[src/rtl/led_blink_stretch_pkg.sv]
// Shared definitions for the LED blink stretcher: per-channel FSM state
// encoding and width helpers used to size the channel counters.
package led_blink_stretch_pkg;

  localparam logic [1:0] StIdle = 2'd0;
  localparam logic [1:0] StOn   = 2'd1;
  localparam logic [1:0] StOff  = 2'd2;

  // Bits needed to hold 0..v-1; never less than one so a counter always exists.
  function automatic int unsigned clog2_w(input longint unsigned v);
    int unsigned r;
    r = 0;
    for (int i = 0; i < 32; i++) begin
      if ((64'd1 << i) < v) r = i + 1;
    end
    if (r == 0) r = 1;
    return r;
  endfunction

  function automatic int unsigned max_u(input int unsigned a, input int unsigned b);
    return (a > b) ? a : b;
  endfunction

endpackage

[src/rtl/led_blink_ch.sv]
// One LED channel: turns each tick into one fixed-length blink, queueing
// ticks that arrive mid-blink and replaying them after a dark gap.
module led_blink_ch
  import led_blink_stretch_pkg::*;
#(
  parameter int unsigned ON_CYCLES  = 25_000_000,
  parameter int unsigned OFF_CYCLES = 12_500_000,
  parameter int unsigned QMAX       = 7
) (
  input  logic i_clk,
  input  logic i_rst_n,
  input  logic i_tick,
  output logic o_led
);

  localparam int unsigned CntW  = clog2_w(longint'(max_u(ON_CYCLES, OFF_CYCLES)));
  localparam int unsigned PendW = clog2_w(longint'(QMAX) + 64'd1);

  localparam logic [CntW-1:0]  CntOnLoad  = CntW'(ON_CYCLES - 1);
  localparam logic [CntW-1:0]  CntOffLoad = CntW'(OFF_CYCLES - 1);
  localparam logic [PendW-1:0] PendMax    = PendW'(QMAX);

  logic [1:0]       r_state, w_state_d;
  logic [CntW-1:0]  r_cnt, w_cnt_d;
  logic [PendW-1:0] r_pend, w_pend_d;
  logic [PendW-1:0] w_pend_inc;
  logic             r_led;

  // Saturating enqueue; ticks beyond QMAX are dropped.
  assign w_pend_inc = (r_pend == PendMax) ? r_pend : r_pend + 1'b1;

  // Next-state logic for the blink FSM, down-counter and pending queue.
  always_comb begin
    w_state_d = r_state;
    w_cnt_d   = r_cnt;
    w_pend_d  = r_pend;
    case (r_state)
      StIdle: begin
        if (i_tick) begin
          w_state_d = StOn;
          w_cnt_d   = CntOnLoad;
        end
      end
      StOn: begin
        if (r_cnt == '0) begin
          w_state_d = StOff;
          w_cnt_d   = CntOffLoad;
        end else begin
          w_cnt_d = r_cnt - 1'b1;
        end
        if (i_tick) w_pend_d = w_pend_inc;
      end
      StOff: begin
        if (r_cnt != '0) begin
          w_cnt_d = r_cnt - 1'b1;
          if (i_tick) w_pend_d = w_pend_inc;
        end else if (r_pend != '0) begin
          // Replaying a queued blink; a same-cycle tick takes its place in the queue.
          w_state_d = StOn;
          w_cnt_d   = CntOnLoad;
          if (!i_tick) w_pend_d = r_pend - 1'b1;
        end else if (i_tick) begin
          // Empty queue: the tick is consumed directly by the restart.
          w_state_d = StOn;
          w_cnt_d   = CntOnLoad;
        end else begin
          w_state_d = StIdle;
        end
      end
      default: begin
        w_state_d = StIdle;
        w_cnt_d   = '0;
        w_pend_d  = '0;
      end
    endcase
  end

  // State registers; the LED is registered from the next state so it tracks ON exactly.
  always_ff @(posedge i_clk or negedge i_rst_n) begin
    if (!i_rst_n) begin
      r_state <= StIdle;
      r_cnt   <= '0;
      r_pend  <= '0;
      r_led   <= 1'b0;
    end else begin
      r_state <= w_state_d;
      r_cnt   <= w_cnt_d;
      r_pend  <= w_pend_d;
      r_led   <= (w_state_d == StOn);
    end
  end

  assign o_led = r_led;

endmodule

[src/rtl/led_blink_stretch.sv]
// Top level: N_CH independent blink-stretch channels, one per button tick.
module led_blink_stretch
  import led_blink_stretch_pkg::*;
#(
  parameter int unsigned N_CH       = 4,
  parameter int unsigned ON_CYCLES  = 25_000_000,
  parameter int unsigned OFF_CYCLES = 12_500_000,
  parameter int unsigned QMAX       = 7
) (
  input  logic            i_clk,
  input  logic            i_rst_n,
  input  logic [N_CH-1:0] i_tick,
  output logic [N_CH-1:0] o_leds
);

  // Channels share no state; each gets its own FSM, counter and queue.
  for (genvar g = 0; g < N_CH; g++) begin : g_ch
    led_blink_ch #(
      .ON_CYCLES (ON_CYCLES),
      .OFF_CYCLES(OFF_CYCLES),
      .QMAX      (QMAX)
    ) u_ch (
      .i_clk  (i_clk),
      .i_rst_n(i_rst_n),
      .i_tick (i_tick[g]),
      .o_led  (o_leds[g])
    );
  end

endmodule

[config.mk]
export PLATFORM = sky130hd
export DESIGN_NAME = led_blink_stretch
export DESIGN_NICKNAME = d
export VERILOG_FILES = /design/src/rtl/led_blink_stretch_pkg.sv /design/src/rtl/led_blink_ch.sv /design/src/rtl/led_blink_stretch.sv
export SDC_FILE = /design/constraint.sdc
export NUM_CORES = 1
export LEC_CHECK = 0
export BUFFER_PORTS_ARGS = -buffer_cell sky130_fd_sc_hd__buf_2
export CAP_MARGIN = 20
export CORE_MARGIN = 5
export CORE_UTILIZATION = 60
export CTS_CLUSTER_DIAMETER = 80
export DETAILED_ROUTE_END_ITERATION = 8
export GPL_TIMING_DRIVEN = 0
export PLACE_DENSITY = 0.78
export SYNTH_ARGS = -nofsm -noshare
export SYNTH_HDL_FRONTEND = slang
export SYNTH_SLANG_ARGS = --single-unit
[constraint.sdc]
create_clock -name i_clk -period 6.5 [get_ports i_clk]
set_input_delay 0.65 -clock i_clk [delete_from_list [all_inputs] [get_ports i_clk]]
set_output_delay 0.65 -clock i_clk [all_outputs]
set_load 0.02 [all_outputs]
; After elaboration in Yosys (flattened, before gate mapping)
; Cells that the tools add are included.
; Widths: inputs -> output; s select.
[word_totals]
reg_bits = 124
in_bits = 6
output_inout_bits = 4
wordCells = 144
[op_classes]
add_sub_neg = 12
eq_ne = 24
n_mux = 68
bitwise = 4
n_reduce_logical = 20
[ops]
columns = cell, count
row1 = $mux 25, 16
row2 = $pmux 25 s3, 4
row3 = $logic_not 25->1, 4
row4 = $reduce_bool 25->1, 4
row5 = $sub 25x1->25 const B, 4
row6 = $mux 3, 20
row7 = $pmux 3 s3, 4
row8 = $mux 2, 16
row9 = $pmux 2 s3, 4
row10 = $eq 2x1->1 const B, 8
row11 = $add 3x1->3 const B, 4
row12 = $eq 3x3->1 const B, 4
row13 = $ne 3x1->1 const B, 4
row14 = $ne 3x2->1 const B, 4
row15 = $reduce_and 3->1, 4
row16 = $reduce_bool 3->1, 4
row17 = $sub 3x1->3 const B, 4
row18 = $eq 2x2->1 const B, 4
row19 = $logic_not 2->1, 4
row20 = $mux 1, 4
row21 = $not 1->1, 4

; Depth between registers and ports, before layout
; Gate-level depths: netlist (run 1).
[logic_depth]
depth_word = 5
mapped_depth = 10

; By module
; From an unflattened synthesis (run 1), not the netlist that was laid out.
[hier_totals]
hier_cells = 1135
hier_area_um2 = 9361.5
[by_module_without_submodules]
columns = mod, n_inst, cells_each, area_each_um2
row1 = led_blink_ch (g_ch[0].u_ch ...), 2, 291, 2359.8
row2 = led_blink_ch (g_ch[3].u_ch), 1, 285, 2414.8
row3 = led_blink_ch (g_ch[2].u_ch), 1, 268, 2227.1

; Least setup slack after synthesis (run 1)
; OpenSTA, ideal clock, no wires.
[synth_timing]
path_type = register -> register
from = register g_ch[0].u_ch.r_cnt[0]
to = register g_ch[0].u_ch.r_cnt[16]
setup_ns = 0.143
arrival_time_ns = 2.281
required_time_ns = 6.357
setup_slack_ns = 4.077
stages_incl_launch_ff = 11
path_buffers = 2
period_less_slack_ns = 2.423
path_cell_list = dfrtp_1 inv_1 ha_1 or4b_1 or3_1 buf_6 or2_1 buf_6 and3_1 o21ai_1 a41oi_1
[synth_between]
elab_chain_cells = 3
word_cells_on_any_way = 6
classes_between = 1 x add/sub / 3 x mux / 2 x reduce/logical
[synth_lines]
columns = element, line_no
row1 = start: declaration, led_blink_ch.sv:24  ; logic [CntW-1:0] r_cnt, w_cnt_d;
row2 = start signal: assignment, led_blink_ch.sv:87  ; r_cnt <= w_cnt_d;
row3 = "$sub 25x1->25, or another cell as far along", "led_blink_ch.sv:49, led_blink_ch.sv:55"
row4 = "$mux 25, on equally long branches", "led_blink_ch.sv:54, led_blink_ch.sv:45"
row5 = $pmux 25 s3 (*), led_blink_ch.sv:37  ; case (r_state)
row6 = named net g_ch[0].u_ch.w_cnt_d[16], led_blink_ch.sv:24
; The timed path passes the listed nets; every way through them passes the cells marked *.
; A chain may end at the register's enable or synchronous reset.

; Worst setup path after layout (run 1)
[layout_timing]
from = register g_ch[3].u_ch.r_cnt[0]
to = register g_ch[3].u_ch.r_cnt[22]
[layout_between]
elab_chain_cells = 3
word_cells_on_any_way = 6
classes_between = 1 x add/sub / 3 x mux / 2 x reduce/logical
[layout_lines]
columns = element, line_no
row1 = start: declaration, led_blink_ch.sv:24
row2 = start signal: assignment, led_blink_ch.sv:87
row3 = "$sub 25x1->25, or another cell as far along", "led_blink_ch.sv:49, led_blink_ch.sv:55"
row4 = "$mux 25, on equally long branches", "led_blink_ch.sv:54, led_blink_ch.sv:45"
row5 = $pmux 25 s3 (*), led_blink_ch.sv:37
row6 = named net g_ch[3].u_ch.w_cnt_d[22], led_blink_ch.sv:24
; Marked as above.

==> results.cfg, run 1 <==
[pwr]
p_total_uw = 2666
cellPowerDensity_mw_per_mm2 = 271.3
max-vdd-ir-drop_v = 0.0002122
power_leakage_uw = 0.003999

[yosys]
yosys_most_used_dff = dfrtp_1
synth_cell_type_count = 83
syn_area_per_cell_sq_um = 8.245
netlist_area_sq_mm = 0.008880
syn-instance-count = 1077
synth-edff-count = 0
ys_ff_latch = 124
ys_warn_count = 0
yosysTopAreaCell = dfrtp_1
synth_nets = 1119
synth_top_area_share_pct = 34.94
synth_area_leaders = dfrtp_1 (35%), o21ai_0 (6.9%), a21oi_1 (5.2%)
async_reset_ff_share_pct = 100.0
ys_seq_area_share_pct = 34.94

[timing]
setup_violations = 0
drv_slew = 0
layout_min_cycle_time_ns = 3.051
worst_slew_pin_slew_ns = 1.034
finalCritPeriodShare_pct = 46.94
fin_worst_skew_ns = 0.006905
rsz0062_at_grt = no
finalHoldViolCount = 0
fmax_ghz = 0.3278
finalSetupTns_ns = 0
relSlewSlack_pct = 30.74

[die]
dieArea_sq_mm = 0.01733
core_sq_mm = 0.01453
die_h_um = 131.7
initial_core_util_pct = 61.10
rows = 44
die_w_um = 131.7
io_pins = 10

[global_routing]
antenna_found_initial = 0
grt_use_total_pct = 26.89
grt_pass1_wl_um = 39570
grt_pass1_vias = 8117
grt_max_degree = 90
grt_overflow_total = 0

[cells_and_area]
fin_cells = 1301
drive_above_1_share_pct = 8.505
stdcell_area_sq_mm = 0.009826
fin_util_pct = 67.61
syn_to_final_growth_pct = 10.65
nets = 1146
n_antenna_cell = 0

[route]
top_layer = met4
drcViolationCount = 0
ant_nets = 0
dr.pass1.iters = 8
wl_met2_um = 10870
viasPerCell = 6.563
wl_per_cell_um = 17.80
drt-initial-drc-count = 860
wl_met3_um = 1535
drt-met1-wl_um = 10400
routed_wl_um = 23160
vias = 8539

[place]
routabilityCongestion = 0.9430
dpl.hpwl_um = 15870
dpl.cell_count = 1269
place_area_sq_mm = 0.009179
port_buffers = 7

[critical_path]
endpoint_kind = flip-flop
cp.arrival_ns = 3.34
required_ns = 6.79
path_class = flip-flop to flip-flop
start_kind = flip-flop
reg2reg_depth = 8
cp_max_fo = 6

[run]
cap_viol_max_count = 0

[cts]
ctsHoldBuffers = 0
cts_resized = 0
path_clk_slew_ns = 0.06
clk_latency_ns = 0.44
cts_tree = done
clockRootBuffer = clkbuf_16
numCtsBuffers = 17
cts_setup_buffers = 0
clock_sinks = 124
clock_path_buffers = 2
htree_levels = 4

[min_path]
hold_path.class = primary input to async pin

[run_status]
status = finished, final reports clean
-- layer usage --
| metal | vias to the layer above | track usage, % |
|---|---|---|
| met2 | 346 | 41.70 |
| met5 | - | 0 |
| li1 | 4059 | - |
| met4 | 0 | 8.686 |
| met1 | 4092 | 37.72 |
| met3 | 42 | 5.849 |
-- state kept, by name, summed over array words and instances, names as in the netlist --
signal and cells:
g_ch.u_ch.r_pend 12, g_ch.u_ch.r_cnt 100, g_ch.u_ch.r_state 8, g_ch.u_ch.o_led 4
-- final timing paths --
kind                       slack (ns)                      end                   start
setup / recovery                 3.45   g_ch[3].u_ch.r_cnt[22]   g_ch[3].u_ch.r_cnt[0]
hold reg to reg                  0.51   g_ch[3].u_ch.r_cnt[17]  g_ch[3].u_ch.r_cnt[17]
setup reg to reg                 3.45   g_ch[3].u_ch.r_cnt[22]   g_ch[3].u_ch.r_cnt[0]
max in group asynchronous        5.63   g_ch[0].u_ch.r_cnt[10]                 i_rst_n
hold / removal                   0.11  g_ch[2].u_ch.r_state[0]                 i_rst_n
min in group i_clk               0.51   g_ch[3].u_ch.r_cnt[17]  g_ch[3].u_ch.r_cnt[17]
-- area by class of cell --
cell class | instances | area (sq um)
Buffer | 58 | 275.3
Clock buffer | 23 | 488.0
Clock inverter | 9 | 158.9
Fill cell | 1206 | 4708
Inverter | 43 | 161.4
Multi-Input combinational cell | 852 | 5340
Sequential cell | 124 | 3103
Tap cell | 184 | 230.2
Timing Repair Buffer | 8 | 68.82
-- stage by stage --
stage	worst slack (ns)	hold WS, ns
2_1_floorplan	4.077	0.3544
3_3_place_gp	3.110	0.4872
3_5_place_dp	3.599	0.4902
4_1_cts	3.544	0.1186
5_1_grt	3.241	0.1209
6_report	3.449	0.1074
-- kinds of logic after synthesis --
kind of cell	count (synthesis)	share of synthesized area [%]
DFF	124	34.94
buffers and inverters	101	4.917
adders and majority gates	36	5.073
and+or+nand+nor	375	22.52
muxes	11	1.282
AOI/OAI and AO/OA	388	27.12
xor gates and xnor gates	42	4.143
-- where the power goes --
group | switching [uW] | total, uW | leakage, uW | internal [uW]
clock | 370 | 1050 | 0.000302 | 683
combinational | 379 | 633 | 0.00226 | 254
sequential | 112 | 980 | 0.00144 | 868
-- cells in the mapped netlist, drive strengths merged, types with 8 or more instances --
master and number:
o21ai 126, dfrtp 124, a21oi 94, nor2 89, nand2 87, nor3 46
inv 43, a31oi 42, clkbuf 39, ha 36, xor2 30, nor4 26
buf 19, nand3 19, or4 18, a211oi 14, nor2b 13, or3 13
o22ai 12, xnor2 12, nand2b 11, o31ai 11, or2 11, a21o 10
nand3b 9, mux2i 8
-- cell usage in the layout (no fill, tap or decap), types with 8 or more instances in the layout --
master     Yosys  layout
nand3_1       19      19
nor3_1        42      42
xor2_1        30      30
buf_2          7      13
o22ai_1       12      12
mux2i_1        8       8
o21ai_0      123     123
dfrtp_1      124     124
a21o_1         9       9
a211oi_1      13      13
nand3b_1       9       9
inv_1         43      43
ha_1          36      36
a21oi_1       92      92
a31oi_1       42      42
nand2_1       87      87
nor2b_1       13      13
or3_1         12      12
nor2_1        88      88
or4_1         16      16
or2_2         10      10
xnor2_1       12      12
clkbuf_1      39      41
clkbuf_16      0      17
nor4_1        21      21
o31ai_1       10      10
nand2b_1      11      11
-- worst max-delay path: stages (launching register included) --
cell	delay, ns
dfrtp_1	0.42
inv_1	0.13
ha_1	0.27
nor4b_1	0.82
nand3_1	0.45
nor4_1	0.48
nor2_1	0.07
o21ai_0	0.16
o211ai_1	0.11
Power figures use the tool's default switching activity.
==> run 2: changes to the inputs <==
--- a/config.mk
+++ b/config.mk
@@ -8,11 +8,11 @@
 export BUFFER_PORTS_ARGS = -buffer_cell sky130_fd_sc_hd__buf_2
 export CAP_MARGIN = 20
 export CORE_MARGIN = 5
-export CORE_UTILIZATION = 60
+export CORE_UTILIZATION = 58
 export CTS_CLUSTER_DIAMETER = 80
 export DETAILED_ROUTE_END_ITERATION = 8
 export GPL_TIMING_DRIVEN = 0
-export PLACE_DENSITY = 0.78
+export PLACE_DENSITY = 0.79
 export SYNTH_ARGS = -nofsm -noshare
 export SYNTH_HDL_FRONTEND = slang
 export SYNTH_SLANG_ARGS = --single-unit
==> constraint.sdc (replaced) <==
create_clock -name i_clk -period 2.7 [get_ports i_clk]
set_input_delay 0.27 -clock i_clk [delete_from_list [all_inputs] [get_ports i_clk]]
set_output_delay 0.27 -clock i_clk [all_outputs]
set_load 0.02 [all_outputs]
==> run 2 against run 1 <==
  * Final area is 1.8% higher
  * Worst setup slack worse by 3.4 ns
  * Fmax is 16% higher
  * Final cell count is 0.77% higher
  * Clock power is 120% higher
  * Non-clock buffer count is 6 higher
  * Count of clock-buffer cells in the layout is 6 lower
  * Combinational power is 140% higher
  * Register-to-register slack worse by 3.4 ns
  * Hold slack better by 0.18 ns
  * Utilization is 1.3 points lower
  * Sequential share of layout area is 0.56 points lower
==> results.cfg, run 2 (synthesized netlist as in run 1, its figures left out) <==
[run_status]
status = finished, final reports clean

[critical_path]
endpoint_kind = flip-flop
cp.arrival_ns = 2.94
start_kind = flip-flop
required_ns = 3.01
reg2reg_slack_ns = 0.08
crit_buf_inv = 1
crit_family = simple AND/OR/NAND/NOR gates
cp_cell_sequence = or4_4 > or3_4 > buf_6 > nor3_4 > a21o_4 > a21oi_1 > a211oi_1
r2r-end = g_ch[1].u_ch.r_cnt[8]
path_class = flip-flop to flip-flop
cp_max_fo = 10
reg2reg_depth = 7
crit_slowest_cell = or4_4
r2r_start = g_ch[1].u_ch.r_cnt[8]
critPathMaxStageDelay_ns = 0.60

[cells_and_area]
largest-register = g_ch.u_ch.r_cnt
nets = 1152
drive_above_1_share_pct = 11.40
n_antenna_cell = 0
n_fill_cell = 1251
final_cell_mix = dfrtp_1 (124), o21ai_0 (122), a21oi_1 (88), nor2_1 (87), nand2_1 (87)
top_regs = g_ch.u_ch.r_cnt x100, g_ch.u_ch.r_pend x12, g_ch.u_ch.r_state x8
mostFrequentLayoutCell = dfrtp_1
multi_input_area_sq_mm = 0.005498
largest_reg_flops = 100
register_area_sq_mm = 0.003103
stdcell_area_sq_mm = 0.01000
syn_to_final_growth_pct = 12.65

[timing]
finalHoldViolCount = 0
fmax_ghz = 0.3815
layout_min_cycle_time_ns = 2.621
timing.hold.ws_ns = 0.2832
drv_slew = 0
fin_worst_skew_ns = 0.009750
setup_violations = 0
finalCritPeriodShare_pct = 97.08
worst_slew_pin_slew_ns = 0.6262
rsz0062_at_grt = yes
relSlewSlack_pct = 58.25

[place]
place_area_sq_mm = 0.009184
port_buffers = 7
routabilityCongestion = 0.9431
dpl.hpwl_um = 15850

[cts]
clock_sinks = 124
clockRootBuffer = clkbuf_16
cts_tree = done
clk_latency_ns = 0.43
htree_levels = 4
numCtsBuffers = 17
clock_path_buffers = 2
path_clk_slew_ns = 0.06

[route]
ant_nets = 0
dr.pass1.iters = 6
vias = 8641
viasPerCell = 6.591
routed_wl_um = 23560
drt-initial-drc-count = 997
drcViolationCount = 0
wl_per_cell_um = 17.97

[pwr]
max-vdd-ir-drop_v = 0.0005054
power_leakage_uw = 0.004079
cellPowerDensity_mw_per_mm2 = 626.5

[global_routing]
grt_max_degree = 94
grt_use_total_pct = 26.59
grt_overflow_total = 0
grt_pass1_vias = 8038
grt_pass1_wl_um = 39520
antenna_found_initial = 0

[die]
dieArea_sq_mm = 0.01789
core_sq_mm = 0.01509
io_pins = 10
die_h_um = 133.7
initial_core_util_pct = 58.85
rows = 45
die_w_um = 133.7

[run]
cap_viol_max_count = 0

[min_path]
hold_path.class = primary input to async pin
## run 2: cell type report
cell class	count	share of cell area [%]
well taps	188	2.351
repair buffers	15	1.276
plain buffers	57	2.802
clock buffers	17	4.253
multi-input cells	852	54.96
flip-flops and latches	124	31.02
inverters	43	1.614
clock inverters	15	1.726
## run 2: what timing repair did
action	4_1_cts	5_1_grt
hold buffers	1	0
buffers inserted	1	5
endpoints found under the setup margin	44	78
pin swaps	2	4
gates resized for setup	5	36
hold endpoints to repair	31	0
## run 2: per-stage QoR
stage / setup WS (ns) / total power [uW] / std cells / TNS (ns) / util, %
after floorplan: 0.2765 / 3470 / 1077 / 0 / -
after global placement: -0.3096 / 3804 / 1272 / -37.15 / 60.64
after detailed placement: -0.1834 / 3864 / 1273 / -1.834 / 60.86
after CTS: 0.005367 / 6230 / 1307 / 0 / 65.11
after global routing: -0.02741 / 6606 / 1311 / -0.02741 / 66.29
final: 0.07893 / 6267 / 1311 / 0 / 66.29
## run 2: metal layers
layer | GRT usage (%) | vias up | wire length [um]
met3 | 4.569 | 58 | 1424
met2 | 41.72 | 336 | 11220
met5 | 0 | - | 0
met1 | 36.47 | 4178 | 10400
li1 | - | 4069 | -
met4 | 11.20 | 0 | 522
## run 2: worst max-delay path by stage
stage                      startpoint                endpoint  slack [ns]  cells past startpoint
3_5_place_dp    g_ch[3].u_ch.r_cnt[0]  g_ch[3].u_ch.r_cnt[22]       -0.18                      8
3_3_place_gp                  i_rst_n  g_ch[1].u_ch.r_pend[1]       -0.31                      1
5_1_grt        g_ch[3].u_ch.r_cnt[21]      g_ch[3].u_ch.o_led       -0.03                      6
6_report        g_ch[1].u_ch.r_cnt[8]   g_ch[1].u_ch.r_cnt[8]        0.08                      7
4_1_cts         g_ch[3].u_ch.r_cnt[9]  g_ch[3].u_ch.r_cnt[17]       0.005                      6
2_1_floorplan   g_ch[0].u_ch.r_cnt[0]  g_ch[0].u_ch.r_cnt[16]        0.28                     10
## run 2: power by group
| part | internal [uW] | switching (uW) |
|---|---|---|
| Combinational | 630 | 920 |
| Sequential | 2090 | 274 |
| Clock | 1450 | 908 |
==> run 3: changes to the inputs <==
--- a/config.mk
+++ b/config.mk
@@ -12,7 +12,7 @@
 export CTS_CLUSTER_DIAMETER = 80
 export DETAILED_ROUTE_END_ITERATION = 8
 export GPL_TIMING_DRIVEN = 0
-export PLACE_DENSITY = 0.79
+export PLACE_DENSITY = 0.77
 export SYNTH_ARGS = -nofsm -noshare
 export SYNTH_HDL_FRONTEND = slang
 export SYNTH_SLANG_ARGS = --single-unit
==> run 3 against run 2 <==
  * Sequential power about the same
  * First-iteration DRC count down 1.7%
  * Final area up 0.29%
  * Flip-flop and latch count unchanged
==> results.cfg, run 3 (synthesized netlist as in run 1, its figures left out) <==
[run_status]
status = finished, final reports clean

[run]
cap_viol_max_count = 0

[cells_and_area]
syn_to_final_growth_pct = 12.98
n_antenna_cell = 0
top_regs = g_ch.u_ch.r_cnt x100, g_ch.u_ch.r_pend x12, g_ch.u_ch.r_state x8
fin_util_pct = 66.48
nets = 1159
largest-register = g_ch.u_ch.r_cnt
final_cell_mix = dfrtp_1 (124), o21ai_0 (123), a21oi_1 (89), nor2_1 (87), nand2_1 (87)
largest_reg_flops = 100
mostFrequentLayoutCell = dfrtp_1
drive_above_1_share_pct = 11.68

[global_routing]
grt_pass1_vias = 8151
grt_overflow_total = 0
grt_use_total_pct = 26.85
antenna_found_initial = 0
grt_pass1_wl_um = 40040
grt_max_degree = 81

[cts]
path_clk_slew_ns = 0.06
clock_sinks = 124
clockRootBuffer = clkbuf_16
clk_latency_ns = 0.43
htree_levels = 4
numCtsBuffers = 17
cts_tree = done
clock_path_buffers = 2

[critical_path]
critPathMaxStageDelay_ns = 0.47
reg2reg_slack_ns = 0.05
cp_max_fo = 6
start_kind = flip-flop
cp.arrival_ns = 3.00
crit_family = simple AND/OR/NAND/NOR gates
endpoint_kind = flip-flop
path_class = flip-flop to flip-flop
r2r_start = g_ch[0].u_ch.r_cnt[0]
r2r-end = g_ch[0].u_ch.r_cnt[15]
required_ns = 3.05
crit_cells = 10
reg2reg_depth = 10
cp_cell_sequence = inv_1 > ha_1 > or4b_4 > or3_1 > buf_6 > nor3_4 > buf_4 > a21o_1 > o21ai_0 > a21oi_1
crit_buf_inv = 3
crit_slowest_cell = or4b_4

[die]
die_h_um = 133.7
io_pins = 10
dieArea_sq_mm = 0.01789
rows = 45
die_w_um = 133.7
core_sq_mm = 0.01509
initial_core_util_pct = 58.85

[route]
top_layer = met4
drt-met1-wl_um = 10530
routed_wl_um = 24420
dr.pass1.iters = 7
ant_nets = 0
drt-initial-drc-count = 980
vias = 8774
wl_per_cell_um = 18.53
wl_met3_um = 1624
wl_met2_um = 11650
viasPerCell = 6.657
drcViolationCount = 0

[timing]
timing.hold.ws_ns = 0.3393
fmax_ghz = 0.3778
finalSetupTns_ns = 0
finalCritPeriodShare_pct = 98.02
worst_slew_pin_slew_ns = 0.9067
relSlewSlack_pct = 39.01
finalHoldViolCount = 0
fin_worst_skew_ns = 0.01053
drv_slew = 0
layout_min_cycle_time_ns = 2.647
setup_violations = 0

[pwr]
seq_power_share_pct = 37.8
p_int_uw = 4179
switching_share_pct = 33.39
max-vdd-ir-drop_v = 0.0005267
p_total_uw = 6275
cellPowerDensity_mw_per_mm2 = 625.5
p_clk_share_pct = 37.3
p_sw_uw = 2095
power_leakage_uw = 0.004111
p_comb_share_pct = 24.9

[place]
routabilityCongestion = 0.9276
port_buffers = 7
dpl.hpwl_um = 15960

[min_path]
hold_path.class = primary input to async pin
-- run 3: how the worst max path moves through the flow --
stage / start / end / slack, ns
floorplan: g_ch[0].u_ch.r_cnt[0] / g_ch[0].u_ch.r_cnt[16] / 0.28
global placement: i_rst_n / g_ch[1].u_ch.r_state[0] / -0.33
detailed placement: g_ch[3].u_ch.r_cnt[0] / g_ch[3].u_ch.r_cnt[22] / -0.17
CTS: g_ch[0].u_ch.r_cnt[0] / g_ch[0].u_ch.o_led / 0.02
global route: g_ch[3].u_ch.r_cnt[15] / g_ch[3].u_ch.r_cnt[10] / -0.006
finish: g_ch[0].u_ch.r_cnt[0] / g_ch[0].u_ch.r_cnt[15] / 0.05
-- run 3: cell type report --
| class | instances | area, sq um |
|---|---|---|
| Inverter | 43 | 161.4 |
| Clock inverter | 12 | 146.4 |
| Tap cell | 188 | 235.2 |
| Timing Repair Buffer | 22 | 176.4 |
| Fill cell | 1276 | 5057 |
| Buffer | 57 | 280.3 |
| Multi-Input combinational cell | 852 | 5483 |
| Clock buffer | 20 | 446.7 |
| Sequential cell | 124 | 3103 |
-- run 3: metrics by stage --
step / area [sq um] / cells / worst slack [ns]
after floorplan: 8880 / 1077 / 0.2765
after global placement: 9150 / 1272 / -0.3310
after detailed placement: 9184 / 1273 / -0.1733
after CTS: 9842 / 1307 / 0.02173
after global routing: 10030 / 1318 / -0.005508
final: 10030 / 1318 / 0.05338
-- run 3: timing repair --
item	in CTS	in global routing
endpoints found under the setup margin	42	59
hold buffers	1	0
gates resized for setup	9	25
setup buffers	1	12
pin swaps	2	5
hold endpoints to repair	44	0
-- run 3: power groups by stage --
stage | Clock, uW | Sequential, uW | Combinational, uW
2_1_floorplan | 0 | 2310 | 1160
3_3_place_gp | 0 | 2360 | 1470
3_5_place_dp | 0 | 2370 | 1510
4_1_cts | 2370 | 2350 | 1540
5_1_grt | 2450 | 2400 | 1740
6_report | 2340 | 2370 | 1570
-- run 3: layer usage --
layer  up-vias  global-route usage (%)
met4         0                   11.14
met3        75                   4.343
li1       4094                       -
met2       411                   42.42
met1      4194                   36.82
met5         -                       0
